$ cat config.mk
export PLATFORM = sky130hd
export DESIGN_NAME = log_packet_framer
export DESIGN_NICKNAME = d
export VERILOG_FILES = /design/src/rtl/log_packet_framer.sv
export SDC_FILE = /design/constraint.sdc
export NUM_CORES = 1
export LEC_CHECK = 0
export BUFFER_PORTS_ARGS = -buffer_cell sky130_fd_sc_hd__buf_2
export CAP_MARGIN = 20
export CORE_ASPECT_RATIO = 0.6
export CORE_UTILIZATION = 30
export CTS_CLUSTER_DIAMETER = 50
export DETAILED_ROUTE_END_ITERATION = 10
export PLACE_DENSITY = 0.46
export SLEW_MARGIN = 20
export SYNTH_ARGS = -nofsm -noshare
export SYNTH_HDL_FRONTEND = slang
export SYNTH_SLANG_ARGS = --single-unit
$ cat constraint.sdc
create_clock -name clock -period 3.8 [get_ports clock]
set_clock_uncertainty 0.2 [all_clocks]
set_input_delay 0.76 -clock clock [delete_from_list [all_inputs] [get_ports clock]]
set_output_delay 0.76 -clock clock [all_outputs]
set_load 0.005 [all_outputs]
$ cat src/rtl/log_packet_framer.sv
// Packs an upstream log byte stream into frames of MAGIC, sequence, {trunc, length} and payload.
// Packets longer than MAX_LENGTH are cut short, and the rest of that packet is dropped.
module log_packet_framer #(
  parameter int          MAX_LENGTH = 32,
  parameter logic [7:0]  MAGIC      = 8'hA5
) (
  input  logic       clock,
  input  logic       reset,
  input  logic       s_tvalid,
  output logic       s_tready,
  input  logic       s_tlast,
  input  logic       s_tkeep,
  input  logic [7:0] s_tdata,
  output logic       m_tvalid,
  input  logic       m_tready,
  output logic       m_tlast,
  output logic       m_tkeep,
  output logic [7:0] m_tdata,
  output logic [7:0] seq_o,
  output logic       trunc_o
);

  localparam int CW = $clog2(MAX_LENGTH + 1);
  localparam int AW = (MAX_LENGTH > 1) ? $clog2(MAX_LENGTH) : 1;

  typedef enum logic [1:0] {FILL, DISC, HEAD, BODY} state_t;

  state_t         state;
  logic [CW-1:0]  count;
  logic [CW-1:0]  rd_idx;
  logic [1:0]     hdr_idx;
  logic           trunc_flag;
  logic [7:0]     buffer [MAX_LENGTH];

  logic           store;
  logic [CW-1:0]  count_next;
  logic [6:0]     count7;

  assign s_tready   = (state == FILL) || (state == DISC);
  assign m_tkeep    = m_tvalid;
  assign store      = s_tvalid && s_tkeep && (state == FILL);
  assign count_next = count + CW'(store);
  assign count7     = 7'(count);

  // NOTE: storage arrays carry no reset; count alone decides which entries are valid.
  always_ff @(posedge clock) begin
    if (store) buffer[count[AW-1:0]] <= s_tdata;
  end

  // NOTE: reset is synchronous, so it lives inside the clocked branch rather than the sensitivity list.
  always_ff @(posedge clock) begin
    if (reset) begin
      state      <= FILL;
      count      <= '0;
      rd_idx     <= '0;
      hdr_idx    <= '0;
      trunc_flag <= 1'b0;
      trunc_o    <= 1'b0;
      seq_o      <= '0;
      m_tvalid   <= 1'b0;
      m_tlast    <= 1'b0;
      m_tdata    <= '0;
    end else begin
      trunc_o <= 1'b0;
      unique case (state)
        FILL: begin
          if (s_tvalid) begin
            if (s_tlast) begin
              // A packet of only null beats leaves count at zero and produces no frame.
              if (count_next != '0) begin
                state      <= HEAD;
                count      <= count_next;
                trunc_flag <= 1'b0;
                m_tvalid   <= 1'b1;
                m_tdata    <= MAGIC;
                hdr_idx    <= '0;
              end
            end else if (store && count_next == CW'(MAX_LENGTH)) begin
              state      <= DISC;
              count      <= count_next;
              trunc_flag <= 1'b1;
              trunc_o    <= 1'b1;
            end else begin
              count <= count_next;
            end
          end
        end
        DISC: begin
          if (s_tvalid && s_tlast) begin
            state    <= HEAD;
            m_tvalid <= 1'b1;
            m_tdata  <= MAGIC;
            hdr_idx  <= '0;
          end
        end
        HEAD: begin
          if (m_tready) begin
            hdr_idx <= hdr_idx + 2'd1;
            case (hdr_idx)
              2'd0:    m_tdata <= seq_o;
              2'd1:    m_tdata <= {trunc_flag, count7};
              default: begin
                state   <= BODY;
                m_tdata <= buffer[0];
                m_tlast <= (count == CW'(1));
                rd_idx  <= CW'(1);
              end
            endcase
          end
        end
        BODY: begin
          if (m_tready) begin
            if (m_tlast) begin
              state    <= FILL;
              m_tvalid <= 1'b0;
              m_tlast  <= 1'b0;
              m_tdata  <= '0;
              count    <= '0;
              seq_o    <= seq_o + 8'd1;
            end else begin
              m_tdata <= buffer[rd_idx[AW-1:0]];
              m_tlast <= (rd_idx == count - CW'(1));
              rd_idx  <= rd_idx + CW'(1);
            end
          end
        end
        default: state <= FILL;
      endcase
    end
  end

endmodule

==> flow_metrics.py <==
metrics = {
    "status": {
        "status": "complete, no violations",
    },
    "timing": {
        "fin_tns_setup_ns": 0,
        "rsz0062_at_grt": "no",
        "slew_headroom_pct": 38.5,
        "min_period_ns": 3.33,
        "min_period_over_period_pct": 87.7,
        "max_freq_mhz": 300,
        "finalHoldViolCount": 0,
        "slew_violations": 0,
        "tightestPinTransition_ns": 0.922,
        "finalSetupViolCount": 0,
    },
    "route": {
        "ant_nets": 0,
        "vias": 6904,
        "dr.pass1.iters": 5,
        "drc": 0,
        "initialDrtViolationCount": 718,
        "wl_um": 32500,
        "via_per_inst": 5.03,
        "wl_per_cell_um": 23.6,
    },
    "synthesis": {
        "syn_inst": 745,
        "seq_area_frac_synth_pct": 69.0,
        "syn_area_um2": 12300,
        "avgSynthCellArea_um2": 16.6,
        "synth_cell_types": 65,
        "yosys_warnings": 0,
        "async_flop_share_pct": 0,
        "mappedNetlistNets": 774,
        "synth_seq_cells": 297,
        "synth-edff-count": 256,
        "ys.flop_type": "edfxtp_1",
    },
    "clock_network": {
        "ctsResizeCount": 0,
        "cts_setup_buffers": 0,
        "ctsHtreeMaxLevel": 1,
        "hold_buffers": 0,
        "clock_sinks": 297,
        "insertion_delay_ns": 0.55,
        "cts_max_path_buffers": 3,
        "tritoncts": "yes",
        "clock-root-buffer": "clkbuf_16",
        "clk_pin_slew_ns": 0.07,
        "cts_made_buffers": 28,
    },
    "worst_setup_path": {
        "r2r_setup_slack_ns": 0.47,
        "critPathKind": "register to register",
        "arrival_ns": 3.62,
        "ff2ff_path_depth": 11,
        "r2r-start": "state[0]",
        "cpPeakStageDelay_ns": 0.49,
        "cpMostUsedCell": "ha_1",
        "cp.required_ns": 4.09,
        "worst_setup_path_end_kind": "register",
        "reg2reg_to": "hdr_idx[1]",
        "crit_path_start_kind": "register",
        "path_max_fanout": 5,
        "crit_slowest_cell": "or4_1",
        "crit_chain": "inv_1, ha_1, and3_1, ha_1, ha_1, or4_1, o22ai_2, and4_1, nor3_1, mux2_1, nor2_1",
    },
    "die": {
        "die_y_um": 159,
        "coreArea_um2": 40500,
        "die_w_um": 264,
        "initial_core_util_pct": 30.5,
        "ioPinCount": 35,
        "rows": 57,
        "dieArea_um2": 42000,
    },
    "min_path": {
        "hold_depth": 2,
        "min_from": "m_tdata[2]",
        "hp-class": "register to register",
        "holdPathEnd": "m_tdata[2]",
    },
    "global_routing": {
        "grt_antenna_before_repair": 0,
        "grt_pass1_wl_um": 47900,
        "overflow": 0,
        "first_global_vias": 6822,
        "grt_use_total_pct": 15.6,
        "grt_max_degree": 33,
    },
    "pwr": {
        "powerDensity_nw_per_um2": 505,
        "p_leak_nw": 4.53,
        "peakVddDrop_v": 0.000306,
    },
    "placement": {
        "portBuffers": 34,
        "gp_congestion": 0.773,
        "dp_hpwl_um": 21300,
        "placedCellCount": 1322,
    },
    "cells_and_area": {
        "fillCellCount": 3888,
        "drive_gt1_share_pct": 24.7,
        "final_cells": 1373,
        "layout.nets": 850,
        "multi_input_area_um2": 3550,
        "seqCellArea_um2": 8510,
        "area_growth_pct": 15.8,
        "n_antenna_cell": 0,
    },
    "job": {
        "cap_violations": 0,
    },
}
==> Yosys cell counts, drive strengths merged (15+ instances only) <==
library cell  number  area, µm²
edfxtp           256       7690
mux4              60       1350
nor2              59        221
dfxtp             41        821
nand2             39        146
a21oi             24        120
buf               24        156
inv               19       71.3
mux2i             16        160
o22ai             16        106
clkbuf            15       56.3
ha                15        188
==> placed cells by master (no fill, tap or decap), types with 4 or more instances in the layout <==
cell       synthesis  final
edfxtp_1         256    256
mux4_2            60     60
nor2_1            59     59
buf_4              6     50
nand2_1           39     39
dfxtp_1           41     38
buf_2             11     34
clkbuf_16          0     29
a21oi_1           24     24
inv_1             18     18
mux2i_1           16     16
o22ai_1           15     15
ha_1              15     15
xor2_1            13     13
nand3_1           12     12
nor3_1            10     10
a22oi_1           10     10
xnor2_1            9      9
nand4_1            8      8
mux2_2             8      8
or3_1              7      7
nand2b_1           6      6
nor2b_1            6      6
o21ai_0            6      6
clkbuf_1          15      6
and3_1             5      5
a211oi_1           5      5
nor4_1             5      5
a221oi_1           4      4
clkinv_1           0      4
==> kinds of logic after synthesis <==
group	synth area share (%)
muxes	13.1
DFF	69.0
adders and majority gates	1.52
xor gates and xnor gates	1.56
AOI/OAI and AO/OA	5.47
buffers and inverters	2.30
and+or+nand+nor	7.12
==> cell type report <==
class                           instances  share of cell area, %
Multi-Input combinational cell        390                   24.8
Clock buffer                           38                   5.52
Inverter                               19                  0.499
Clock inverter                         13                  0.989
Tap cell                              531                   4.65
Sequential cell                       297                   59.6
Timing Repair Buffer                   85                   3.96
==> worst max-delay path by stage <==
stage	start	to	slack, ns	cells after the start
finish	state[0]	hdr_idx[1]	0.47	11
global route	state[0]	state[0]	0.30	11
CTS	state[0]	m_tdata[4]	0.48	11
detailed placement	s_tvalid	state[0]	0.28	10
global placement	s_tvalid	hdr_idx[1]	0.31	10
floorplan	s_tvalid	state[0]	0.48	10
==> routing by layer <==
metal | share of wire (%) | track usage [%]
met1 | 55 | 26.5
met2 | 38 | 19.9
met3 | 5.9 | 3.22
met4 | 1.2 | 2.38
met5 | 0 | 0
==> metrics by stage <==
| stage | hold WS [ns] | setup slack (ns) | instance area (µm²) | power (mW) | utilization, % |
|---|---|---|---|---|---|
| floorplan | 0.263 | 0.475 | 12300 | 4.16 | - |
| global placement | 0.278 | 0.310 | 13400 | 4.39 | 33.0 |
| detailed placement | 0.282 | 0.280 | 13400 | 4.39 | 33.0 |
| CTS | 0.294 | 0.483 | 14300 | 7.29 | 35.3 |
| global route | 0.309 | 0.296 | 14300 | 7.48 | 35.3 |
| finish | 0.297 | 0.469 | 14300 | 7.22 | 35.3 |
==> report_power, final <==
part	internal, mW	switching (mW)	total (mW)
clock	1.66	1.24	2.89
sequential	3.60	0.0469	3.64
combinational	0.263	0.416	0.679
total	5.52	1.70	7.22
==> worst max-delay path: cells and delay by family, from the launching register on <==
kind | cells | cell delay, ns
simple gates | 5 | 1.28
flops | 1 | 0.39
compound gates | 1 | 0.23
mux | 1 | 0.32
buf+inv | 1 | 0.10
fa+ha+maj | 3 | 0.72
==> flip-flops by register name (all words and copies together) (netlist names), named ones only <==
signal	count
count	6
seq_o	8
hdr_idx	2
trunc_flag	1
state	2
m_tlast	1
trunc_o	1
m_tdata	8
buffer	256
m_tkeep	1
rd_idx	6
No activity file was read; power rests on OpenSTA's default activity.
